**src/rtl/riscv_pkg.sv**
```systemverilog
// Shared RISC-V types: opcodes, compressed field view, queue entry,
// and helpers that assemble 32-bit encodings and check RV32IM legality.
package riscv_pkg;

  typedef logic [31:0] instr_type;

  localparam logic [6:0] OPC_LUI      = 7'b0110111;
  localparam logic [6:0] OPC_AUIPC    = 7'b0010111;
  localparam logic [6:0] OPC_JAL      = 7'b1101111;
  localparam logic [6:0] OPC_JALR     = 7'b1100111;
  localparam logic [6:0] OPC_BRANCH   = 7'b1100011;
  localparam logic [6:0] OPC_LOAD     = 7'b0000011;
  localparam logic [6:0] OPC_STORE    = 7'b0100011;
  localparam logic [6:0] OPC_OP_IMM   = 7'b0010011;
  localparam logic [6:0] OPC_OP       = 7'b0110011;
  localparam logic [6:0] OPC_MISC_MEM = 7'b0001111;
  localparam logic [6:0] OPC_SYSTEM   = 7'b1110011;

  localparam instr_type INSTR_ECALL  = 32'h00000073;
  localparam instr_type INSTR_EBREAK = 32'h00100073;

  typedef struct packed {
    logic [2:0] funct3;
    logic       b12;
    logic [4:0] rd_rs1;
    logic [4:0] rs2;
    logic [1:0] op;
  } cinstr_type;

  typedef struct packed {
    logic [31:0] addr;
    instr_type   data;
    logic        rvc;
    logic        illegal;
  } idq_entry_t;

  function automatic instr_type enc_r(
    input logic [6:0] f7,
    input logic [4:0] rs2,
    input logic [4:0] rs1,
    input logic [2:0] f3,
    input logic [4:0] rd,
    input logic [6:0] opc
  );
    return {f7, rs2, rs1, f3, rd, opc};
  endfunction

  function automatic instr_type enc_i(
    input logic [11:0] imm,
    input logic [4:0]  rs1,
    input logic [2:0]  f3,
    input logic [4:0]  rd,
    input logic [6:0]  opc
  );
    return {imm, rs1, f3, rd, opc};
  endfunction

  function automatic instr_type enc_s(
    input logic [11:0] imm,
    input logic [4:0]  rs2,
    input logic [4:0]  rs1,
    input logic [2:0]  f3,
    input logic [6:0]  opc
  );
    return {imm[11:5], rs2, rs1, f3, imm[4:0], opc};
  endfunction

  function automatic instr_type enc_b(
    input logic [12:1] imm,
    input logic [4:0]  rs2,
    input logic [4:0]  rs1,
    input logic [2:0]  f3
  );
    return {imm[12], imm[10:5], rs2, rs1, f3,
            imm[4:1], imm[11], OPC_BRANCH};
  endfunction

  function automatic instr_type enc_u(
    input logic [19:0] imm,
    input logic [4:0]  rd,
    input logic [6:0]  opc
  );
    return {imm, rd, opc};
  endfunction

  function automatic instr_type enc_j(
    input logic [20:1] imm,
    input logic [4:0]  rd
  );
    return {imm[20], imm[10:1], imm[11], imm[19:12], rd, OPC_JAL};
  endfunction

  function automatic logic is_legal32(input instr_type i);
    logic ok;
    ok = 1'b0;
    case (i[6:0])
      OPC_LUI, OPC_AUIPC, OPC_JAL, OPC_JALR,
      OPC_BRANCH, OPC_LOAD, OPC_STORE,
      OPC_OP_IMM, OPC_MISC_MEM: ok = 1'b1;
      OPC_OP:
        ok = (i[31:25] == 7'h00) || (i[31:25] == 7'h20) ||
             (i[31:25] == 7'h01);
      OPC_SYSTEM:
        ok = (i == INSTR_ECALL) || (i == INSTR_EBREAK);
      default: ok = 1'b0;
    endcase
    return ok;
  endfunction

endpackage

```
**src/rtl/riscv_cexpand.sv**
```systemverilog
// RV32C to RV32I expander, purely combinational, built under RISCV_IDQ_RVC_EN.
// Ports: i_cinstr (16b compressed word), o_instr (32b), o_illegal (reserved/unsupported).
module riscv_cexpand
  import riscv_pkg::*;
(
  input  logic [15:0] i_cinstr,
  output instr_type   o_instr,
  output logic        o_illegal
);

  cinstr_type  w_ci;
  logic [15:0] c;
  logic [4:0]  w_rdp;
  logic [4:0]  w_rs1p;
  logic [4:0]  w_rd;
  logic [4:0]  w_rs2;
  logic [4:0]  w_shamt;
  logic [11:0] w_imm6;
  logic [11:0] w_a4spn;
  logic [11:0] w_lw;
  logic [11:0] w_lwsp;
  logic [11:0] w_swsp;
  logic [11:0] w_a16sp;
  logic [19:0] w_lui;
  logic [20:1] w_jimm;
  logic [12:1] w_bimm;

  assign w_ci    = i_cinstr;
  assign c       = i_cinstr;
  assign w_rdp   = {2'b01, c[4:2]};
  assign w_rs1p  = {2'b01, c[9:7]};
  assign w_rd    = w_ci.rd_rs1;
  assign w_rs2   = w_ci.rs2;
  assign w_shamt = c[6:2];

  assign w_imm6  = {{6{c[12]}}, c[12], c[6:2]};
  assign w_a4spn = {2'b00, c[10:7], c[12:11], c[5], c[6], 2'b00};
  assign w_lw    = {5'b0, c[5], c[12:10], c[6], 2'b00};
  assign w_lwsp  = {4'b0, c[3:2], c[12], c[6:4], 2'b00};
  assign w_swsp  = {4'b0, c[8:7], c[12:9], 2'b00};
  assign w_a16sp = {{3{c[12]}}, c[4:3], c[5], c[2], c[6], 4'b0};
  assign w_lui   = {{14{c[12]}}, c[12], c[6:2]};
  assign w_jimm  = {{9{c[12]}}, c[12], c[8], c[10:9], c[6],
                    c[7], c[2], c[11], c[5:3]};
  assign w_bimm  = {{4{c[12]}}, c[12], c[6:5], c[2],
                    c[11:10], c[4:3]};

  always_comb begin
    o_instr   = '0;
    o_illegal = 1'b0;
    unique case ({w_ci.op, w_ci.funct3})
      5'b00_000: begin
        o_illegal = (w_a4spn == '0);
        o_instr   = enc_i(w_a4spn, 5'd2, 3'b000, w_rdp, OPC_OP_IMM);
      end
      5'b00_010:
        o_instr = enc_i(w_lw, w_rs1p, 3'b010, w_rdp, OPC_LOAD);
      5'b00_110:
        o_instr = enc_s(w_lw, w_rdp, w_rs1p, 3'b010, OPC_STORE);
      5'b01_000:
        o_instr = enc_i(w_imm6, w_rd, 3'b000, w_rd, OPC_OP_IMM);
      5'b01_001:
        o_instr = enc_j(w_jimm, 5'd1);
      5'b01_010:
        o_instr = enc_i(w_imm6, 5'd0, 3'b000, w_rd, OPC_OP_IMM);
      5'b01_011: begin
        if (w_rd == 5'd2) begin
          o_illegal = (w_a16sp == '0);
          o_instr   = enc_i(w_a16sp, 5'd2, 3'b000, 5'd2, OPC_OP_IMM);
        end else begin
          o_illegal = ({c[12], c[6:2]} == 6'd0);
          o_instr   = enc_u(w_lui, w_rd, OPC_LUI);
        end
      end
      5'b01_100: begin
        unique case (c[11:10])
          2'b00: begin
            o_illegal = c[12];
            o_instr   = enc_r(7'h00, w_shamt, w_rs1p, 3'b101,
                              w_rs1p, OPC_OP_IMM);
          end
          2'b01: begin
            o_illegal = c[12];
            o_instr   = enc_r(7'h20, w_shamt, w_rs1p, 3'b101,
                              w_rs1p, OPC_OP_IMM);
          end
          2'b10:
            o_instr = enc_i(w_imm6, w_rs1p, 3'b111, w_rs1p, OPC_OP_IMM);
          default: begin
            // c[12]=1 here is the RV64 SUBW/ADDW space
            o_illegal = c[12];
            unique case (c[6:5])
              2'b00: o_instr = enc_r(7'h20, w_rdp, w_rs1p, 3'b000,
                                     w_rs1p, OPC_OP);
              2'b01: o_instr = enc_r(7'h00, w_rdp, w_rs1p, 3'b100,
                                     w_rs1p, OPC_OP);
              2'b10: o_instr = enc_r(7'h00, w_rdp, w_rs1p, 3'b110,
                                     w_rs1p, OPC_OP);
              default: o_instr = enc_r(7'h00, w_rdp, w_rs1p, 3'b111,
                                       w_rs1p, OPC_OP);
            endcase
          end
        endcase
      end
      5'b01_101:
        o_instr = enc_j(w_jimm, 5'd0);
      5'b01_110:
        o_instr = enc_b(w_bimm, 5'd0, w_rs1p, 3'b000);
      5'b01_111:
        o_instr = enc_b(w_bimm, 5'd0, w_rs1p, 3'b001);
      5'b10_000: begin
        o_illegal = c[12];
        o_instr   = enc_r(7'h00, w_shamt, w_rd, 3'b001, w_rd, OPC_OP_IMM);
      end
      5'b10_010: begin
        o_illegal = (w_rd == 5'd0);
        o_instr   = enc_i(w_lwsp, 5'd2, 3'b010, w_rd, OPC_LOAD);
      end
      5'b10_100: begin
        if (!c[12]) begin
          if (w_rs2 == 5'd0) begin
            o_illegal = (w_rd == 5'd0);
            o_instr   = enc_i(12'd0, w_rd, 3'b000, 5'd0, OPC_JALR);
          end else begin
            o_instr = enc_r(7'h00, w_rs2, 5'd0, 3'b000, w_rd, OPC_OP);
          end
        end else if (w_rs2 == 5'd0) begin
          if (w_rd == 5'd0)
            o_instr = INSTR_EBREAK;
          else
            o_instr = enc_i(12'd0, w_rd, 3'b000, 5'd1, OPC_JALR);
        end else begin
          o_instr = enc_r(7'h00, w_rs2, w_rd, 3'b000, w_rd, OPC_OP);
        end
      end
      5'b10_110:
        o_instr = enc_s(w_swsp, w_rs2, 5'd2, 3'b010, OPC_STORE);
      default:
        o_illegal = 1'b1;
    endcase
  end

endmodule

```
**src/rtl/riscv_idq.sv**
```systemverilog
// Instruction decode queue: fetch words in, expanded/flagged entries out, DEPTH deep.
// Ports: clock/reset(async high)/flush; ifu_* push side; idu_* head side + idu_count.
// Define RISCV_IDQ_RVC_EN to compile in RV32C expansion; otherwise RVC words are illegal.
module riscv_idq
  import riscv_pkg::*;
#(
  parameter int DEPTH = 4,
  parameter int CNT_W = $clog2(DEPTH) + 1
) (
  input  logic             clock,
  input  logic             reset,
  input  logic             flush,
  input  logic             ifu_vld,
  output logic             ifu_rdy,
  input  logic [31:0]      ifu_addr,
  input  logic [31:0]      ifu_data,
  output logic             idu_vld,
  input  logic             idu_rdy,
  output logic [31:0]      idu_addr,
  output instr_type        idu_data,
  output logic             idu_rvc,
  output logic             idu_illegal,
  output logic [CNT_W-1:0] idu_count
);

  localparam int PTR_W = $clog2(DEPTH);

  logic [PTR_W-1:0] r_wptr;
  logic [PTR_W-1:0] r_rptr;
  logic [CNT_W-1:0] r_count;
  idq_entry_t       r_mem [DEPTH];

  logic       w_push;
  logic       w_pop;
  logic       w_is_rvc;
  logic       w_rvc_ill;
  instr_type  w_rvc_data;
  idq_entry_t w_entry;
  idq_entry_t w_head;

  assign w_is_rvc = (ifu_data[1:0] != 2'b11);

`ifdef RISCV_IDQ_RVC_EN
  instr_type w_cx_instr;
  logic      w_cx_ill;

  riscv_cexpand u_cexpand (
    .i_cinstr  (ifu_data[15:0]),
    .o_instr   (w_cx_instr),
    .o_illegal (w_cx_ill)
  );

  assign w_rvc_ill  = w_cx_ill;
  assign w_rvc_data = w_cx_ill ? {16'h0, ifu_data[15:0]} : w_cx_instr;
`else
  assign w_rvc_ill  = 1'b1;
  assign w_rvc_data = {16'h0, ifu_data[15:0]};
`endif

  // a 32-bit word is stored raw whether legal or not
  always_comb begin
    w_entry.addr = ifu_addr;
    w_entry.rvc  = w_is_rvc;
    if (w_is_rvc) begin
      w_entry.data    = w_rvc_data;
      w_entry.illegal = w_rvc_ill;
    end else begin
      w_entry.data    = ifu_data;
      w_entry.illegal = !is_legal32(ifu_data);
    end
  end

  // ready depends only on registered occupancy
  assign ifu_rdy = (r_count < CNT_W'(DEPTH));
  assign idu_vld = (r_count != '0);
  assign w_push  = ifu_vld && ifu_rdy;
  assign w_pop   = idu_vld && idu_rdy;

  always_ff @(posedge clock or posedge reset) begin
    if (reset) begin
      r_wptr  <= '0;
      r_rptr  <= '0;
      r_count <= '0;
    end else if (flush) begin
      r_wptr  <= '0;
      r_rptr  <= '0;
      r_count <= '0;
    end else begin
      if (w_push)
        r_wptr <= r_wptr + PTR_W'(1);
      if (w_pop)
        r_rptr <= r_rptr + PTR_W'(1);
      unique case ({w_push, w_pop})
        2'b10:   r_count <= r_count + CNT_W'(1);
        2'b01:   r_count <= r_count - CNT_W'(1);
        default: r_count <= r_count;
      endcase
    end
  end

  always_ff @(posedge clock) begin
    if (w_push && !flush)
      r_mem[r_wptr] <= w_entry;
  end

  assign w_head      = r_mem[r_rptr];
  assign idu_addr    = w_head.addr;
  assign idu_data    = w_head.data;
  assign idu_rvc     = w_head.rvc;
  assign idu_illegal = w_head.illegal;
  assign idu_count   = r_count;

endmodule

```
**config.mk**
```make
export PLATFORM = sky130hd
export DESIGN_NAME = riscv_idq
export DESIGN_NICKNAME = d
export VERILOG_FILES = /design/src/rtl/riscv_pkg.sv /design/src/rtl/riscv_cexpand.sv /design/src/rtl/riscv_idq.sv
export SDC_FILE = /design/constraint.sdc
export NUM_CORES = 1
export LEC_CHECK = 0
export ABC_AREA = 1
export BUFFER_PORTS_ARGS = -buffer_cell sky130_fd_sc_hd__buf_4
export CAP_MARGIN = 20
export CORE_MARGIN = 2
export CORE_UTILIZATION = 54
export DETAILED_ROUTE_END_ITERATION = 16
export PLACE_DENSITY = 0.75
export SYNTH_ARGS = -nofsm -noshare
export SYNTH_HDL_FRONTEND = slang
export SYNTH_HIERARCHICAL = 1
export SYNTH_SLANG_ARGS = --single-unit
```
**constraint.sdc**
```tcl
create_clock -name clock -period 8.5 [get_ports clock]
set_input_delay 0.425 -clock clock [delete_from_list [all_inputs] [get_ports clock]]
set_output_delay 0.425 -clock clock [all_outputs]
set_load 0.02 [all_outputs]
```
==> results of run 1 <==
==> critical path: stages (launching register included) <==
cell	delay [ps]
dfrtp_4	900
buf_4	650
o21ai_0	200
o22ai_1	350
buf_4	210
==> through the flow <==
stage / total power, mW / instances / utilization (%)
finish: 3.45 / 1198 / 64.9
global route: 3.60 / 1198 / 64.9
CTS: 3.48 / 1198 / 64.9
detailed placement: 2.44 / 1152 / 60.8
global placement: 2.42 / 1152 / 60.8
floorplan: 2.13 / 785 / -
==> routing by layer <==
| layer | vias to the layer above | GRT usage [%] | share of wire, % |
|---|---|---|---|
| met5 | - | 0 | 0 |
| met4 | 0 | 5.11 | 1.6 |
| met3 | 24 | 4.07 | 6.5 |
| met2 | 206 | 34.3 | 49 |
| met1 | 3141 | 27.3 | 43 |
| li1 | 3118 | - | - |
==> cell families after synthesis <==
kind of cell    synth area share [%]
fa+ha+maj                      0.659
simple gates                    8.51
xor+xnor                      0.0824
flops                           76.3
buf+inv                         4.04
compound gates                  10.5
==> state kept, by name, indices dropped and copies added, names as in the netlist <==
signal	flops
r_wptr	2
r_rptr	2
r_mem	264
idu_count	3
==> power by group <==
group	leakage (nW)	switching, mW	internal, mW
Sequential	2.50	0.0500	1.53
Combinational	1.65	0.531	0.294
Clock	0.372	0.439	0.609
==> how the worst max path moves through the flow <==
stage	start	to	slack [ps]	cells after the start
after global placement	ifu_vld	r_mem[3][34]$_DFFE_PP_	5630	6
after CTS	r_rptr[0]$_DFFE_PP0P_	idu_illegal	5220	4
after global routing	r_rptr[0]$_DFFE_PP0P_	idu_data[20]	5040	4
final	r_rptr[0]$_DFFE_PP0P_	idu_illegal	5210	4
after detailed placement	ifu_vld	r_mem[3][44]$_DFFE_PP_	5580	6
after floorplan	idu_count[2]$_DFFE_PP0P_	r_mem[0][0]$_DFFE_PP_	4440	3
==> cell usage after synthesis (all sizes together) (2+ instances only) <==
library cell  count
a21oi             2
buf              27
clkbuf           17
dfrtp             7
edfxtp          264
ha                4
inv              36
nand2            32
nand3             8
nand4             2
nor2            178
nor3              2
o21ai           136
o22ai            66
==> area by class of cell <==
class / count / share of cell area, %
clock buffer: 37 / 5.67
clock inverter: 8 / 0.457
sequential: 271 / 64.4
inverter: 36 / 1.11
timing repair buffer: 147 / 8.79
multi-input combinational: 434 / 16.9
tap: 265 / 2.64
==> layout by cell type (no fill, tap or decap), drive strengths merged <==
master       count
inv             36
nand4            2
o21bai           1
bufinv           1
xor2             1
nor3             2
dfrtp            7
fa               1
nor2           178
dlygate4sd3      1
nand2           32
edfxtp         264
buf            146
clkinv           7
a21oi            2
nand3            8
ha               4
o22ai           66
o21ai          136
or2              1
clkbuf          37
==> results.yml, run 1 <==
die:
  die_w_um: 144
  core_um2: 19400
  dieArea_um2: 20800
  die_height_um: 144
  io_pins: 140
  start_util_pct: 54.8
  num_rows: 51
sta:
  maxSlewHeadroom_pct: 32.5
  drv_slew: 0
  hold_viol: 0
  fin_setup_tns_ps: 0
  timing.hold.ws_ps: 116
  rsz0062_at_grt: "no"
  fin_ws_ps: 5210
  finalSetupViolCount: 0
  fmax_ghz: 0.303
  clock_skew_ps: 10.0
  worstMarginPinSlew_ps: 1010
  min_period_over_period_pct: 38.8
  fin_crit_ps: 3290
critical_path:
  r2r-end: "r_mem[3][65]$_DFFE_PP_"
  cp.arrival_ps: 2870
  cp_max_fo: 69
  r2r-start: "idu_count[2]$_DFFE_PP0P_"
  worstSetupEndpointType: "primary output"
  reg2regPathDepth: 4
  r2r_setup_slack_ps: 5760
  worstPathRequired_ps: 8080
  start_kind: "flip-flop"
  criticalPathCategory: "flip-flop to primary output"
logic_synthesis:
  synthesis.nets: 859
  synth_largest_area_cell: "edfxtp_1"
  synth_flop_cell: "edfxtp_1"
  syn_area_um2: 10600
  async_flop_share_pct: 2.58
  synth_edf_count: 264
  ys_warn_count: 6
  ys_seq_elements: 271
  seq_area_frac_synth_pct: 76.3
  synth.distinct_cells: 29
  synth_cells: 785
  ys_top_cells_by_area: "edfxtp_1, o21ai_0, nor2_1"
  synth_top_area_share_pct: 74.6
  syn_area_per_cell_um2: 13.5
clock_tree:
  clockRootBuffer: "clkbuf_16"
  cts.clk_slew.worst_paths_ps: 60
  worstSkewPairLatency_ps: 510
  cts-resized-gates: 0
  cts_setup_buffers: 0
  cts_sinks: 271
  postCtsHoldBufs: 1
  clock_path_buffers: 3
  h-tree-depth: 1
  numCtsBuffers: 27
  cts_tree: "built"
detailed_routing:
  vias: 6489
  drtPass1Iterations: 4
  routed_via_density: 5.42
  routedWlPerCell_um: 18.1
  drc: 0
  drtIter0Drc: 602
  ant_nets: 0
  wirelength_um: 21700
outcome:
  outcome: "completed"
finish:
  nNetsFinal: 991
  drive_gt1_share_pct: 21.3
  multi_input_area_um2: 2120
  fin_area_um2: 12600
  fillCellCount: 1462
  area_delta_synth_final_pct: 18.4
  ff_latch_area_um2: 8110
  diodes: 0
global_route:
  grt_pass1_wl_um: 32100
  track_usage_pct: 20.3
  grt_pass1_vias: 6206
  antenna_found_initial: 0
  grt_max_degree: 134
  grt_overflow: 0
power:
  power_density_nw_per_um2: 275
  power_leakage_nw: 4.52
  peakVddDrop_mv: 0.201
hold_path:
  hold_depth: 1
  whs_endpoint: "r_mem[1][61]$_DFFE_PP_"
  hold_class: "input pin to flip-flop"
  min-delay-start: "ifu_addr[27]"
job:
  maxCapViolCount: 0
place:
  gp_congestion: 0.735
  dpl.hpwl_um: 11900
  dpl_worst_slack_ps: 5580
  portBuffers: 139
  placed_area_um2: 11800
(Power assumes the default switching activity.)
==> inputs of run 2 (changes only) <==
--- a/config.mk
+++ b/config.mk
@@ -9,9 +9,9 @@
 export BUFFER_PORTS_ARGS = -buffer_cell sky130_fd_sc_hd__buf_4
 export CAP_MARGIN = 20
 export CORE_MARGIN = 2
-export CORE_UTILIZATION = 54
+export CORE_UTILIZATION = 52
 export DETAILED_ROUTE_END_ITERATION = 16
-export PLACE_DENSITY = 0.75
+export PLACE_DENSITY = 0.76
 export SYNTH_ARGS = -nofsm -noshare
 export SYNTH_HDL_FRONTEND = slang
 export SYNTH_HIERARCHICAL = 1
==> constraint.sdc (replaced) <==
create_clock -name clock -period 2.93 [get_ports clock]
set_input_delay 0.1465 -clock clock [delete_from_list [all_inputs] [get_ports clock]]
set_output_delay 0.1465 -clock clock [all_outputs]
set_load 0.02 [all_outputs]
==> results.yml, run 2 (synthesis results as in run 1) <==
clock_tree:
  clock_path_buffers: 3
  cts_tree: "built"
  cts-resized-gates: 0
  clockRootBuffer: "clkbuf_16"
  postCtsHoldBufs: 55
  cts_setup_buffers: 0
  cts_sinks: 271
  worstSkewPairLatency_ps: 520
  cts.clk_slew.worst_paths_ps: 60
  numCtsBuffers: 28
  h-tree-depth: 1
finish:
  diodes: 0
  mostFrequentLayoutCells: "edfxtp_1, nor2_1, buf_4"
  drive_gt1_share_pct: 22.2
  area_delta_synth_final_pct: 26.1
  mostFrequentLayoutCell: "edfxtp_1"
  ff_latch_area_um2: 8110
  nNetsFinal: 1058
  largest_reg_flops: 264
  multi_input_area_um2: 2120
  regMostFlops: "r_mem"
  fillCellCount: 1442
  instances_no_fill: 1275
sta:
  fmax_ghz: 0.423
  min_period_over_period_pct: 80.6
  hold_viol: 0
  drv_slew: 0
  worstMarginPinSlew_ps: 687
  finalSetupViolCount: 0
  maxSlewHeadroom_pct: 54.1
  fin_ws_ps: 569
  rsz0062_at_grt: "no"
  fin_crit_ps: 2360
  clock_skew_ps: 10.2
die:
  dieArea_um2: 21600
  io_pins: 140
  num_rows: 52
  start_util_pct: 52.7
  die_w_um: 147
  die_height_um: 147
  core_um2: 20200
critical_path:
  cp_top_family: "buffers and inverters"
  slowest_stage: "dfrtp_4"
  crit_chain: "inv_6 -> buf_12 -> o21ai_0 -> o22ai_1 -> buf_4"
  worstSetupEndpointType: "primary output"
  cp_max_fo: 67
  worstPathRequired_ps: 2780
  crit_buf_inv: 3
  cp.arrival_ps: 2210
  criticalPathCategory: "flip-flop to primary output"
  start_kind: "flip-flop"
  slowest_delay_ps: 510
global_route:
  track_usage_pct: 20.7
  grt_overflow: 0
  grt_pass1_vias: 6741
  grt_pass1_wl_um: 35400
  antenna_found_initial: 0
  grt_max_degree: 134
job:
  maxCapViolCount: 0
place:
  portBuffers: 139
  gp_congestion: 0.747
  dpl_worst_slack_ps: 971
  dpl.hpwl_um: 12700
  placedCellCount: 1169
power:
  power_leakage_nw: 4.89
  peakVddDrop_mv: 0.545
  power_density_nw_per_um2: 787
detailed_routing:
  drtPass1Iterations: 5
  routedWlPerCell_um: 17.7
  wirelength_um: 22500
  drtIter0Drc: 570
  routed_via_density: 5.39
  vias: 6874
  ant_nets: 0
  drc: 0
hold_path:
  hold_class: "input pin to flip-flop"
outcome:
  outcome: "completed"
==> run 2: changes by cell type in the layout (fill, tap and decap cells not counted), sizes merged <==
cell	delta
clkinv	+5
clkinvlp	+1
buf	+12
inv	+1
dlygate4sd3	+54
bufinv	+2
clkbuf	-3
==> run 2: worst paths after layout <==
check | from | to | slack [ps] | cells after the start
max | r_rptr[0]$_DFFE_PP0P_ | idu_addr[14] | 570 | 5
min | ifu_data[24] | r_mem[0][26]$_DFFE_PP_ | 20 | 3
max reg2reg | idu_count[2]$_DFFE_PP0P_ | r_mem[2][40]$_DFFE_PP_ | 970 | 4
min reg2reg | r_wptr[1]$_DFFE_PP0P_ | r_wptr[1]$_DFFE_PP0P_ | 560 | 2
max in group asynchronous | reset | r_rptr[0]$_DFFE_PP0P_ | 2530 | 3
min in group asynchronous | reset | idu_count[0]$_DFFE_PP0P_ | 130 | 3
==> run 2: worst register-to-register path, stage by stage, from the launching register on <==
cell,delay (ps)
dfrtp_1,410
nor2_2,190
nand2_1,270
nor2_4,160
buf_4,530
==> run 2: report_power, final <==
part	total [mW]	internal [mW]	switching, mW
Clock	3.44	2.07	1.37
Combinational	2.60	0.948	1.65
Sequential	4.50	4.44	0.0635
Total	10.5	7.46	3.08
==> run 2: through the flow <==
| stage | utilization [%] | TNS, ps | hold slack, ps | power (mW) | cell area, µm² |
|---|---|---|---|---|---|
| finish | 66.4 | 0 | 20.7 | 10.5 | 13400 |
| global route | 66.4 | 0 | 12.7 | 11.0 | 13400 |
| CTS | 66.4 | 0 | 0.232 | 10.6 | 13400 |
| detailed placement | 59.2 | 0 | 115 | 7.13 | 11900 |
| global placement | 59.2 | 0 | 116 | 7.10 | 11900 |
| floorplan | - | -17510 | -50.1 | 6.18 | 10600 |
==> run 2: cell type report <==
type                    count  area share (%)
multi-input cells         434            15.9
flip-flops and latches    271            60.5
inverters                  36            1.05
well taps                 270            2.52
repair buffers            213            13.2
clock buffers              34            5.56
clock inverters            17            1.24
==> run 2: routing by layer <==
metal | GRT usage, % | part of all wire [%] | vias up
met5 | 0 | 0 | -
met4 | 4.66 | 1.7 | 0
met3 | 3.32 | 5.5 | 29
met2 | 35.8 | 51 | 197
met1 | 27.9 | 42 | 3379
li1 | - | - | 3269
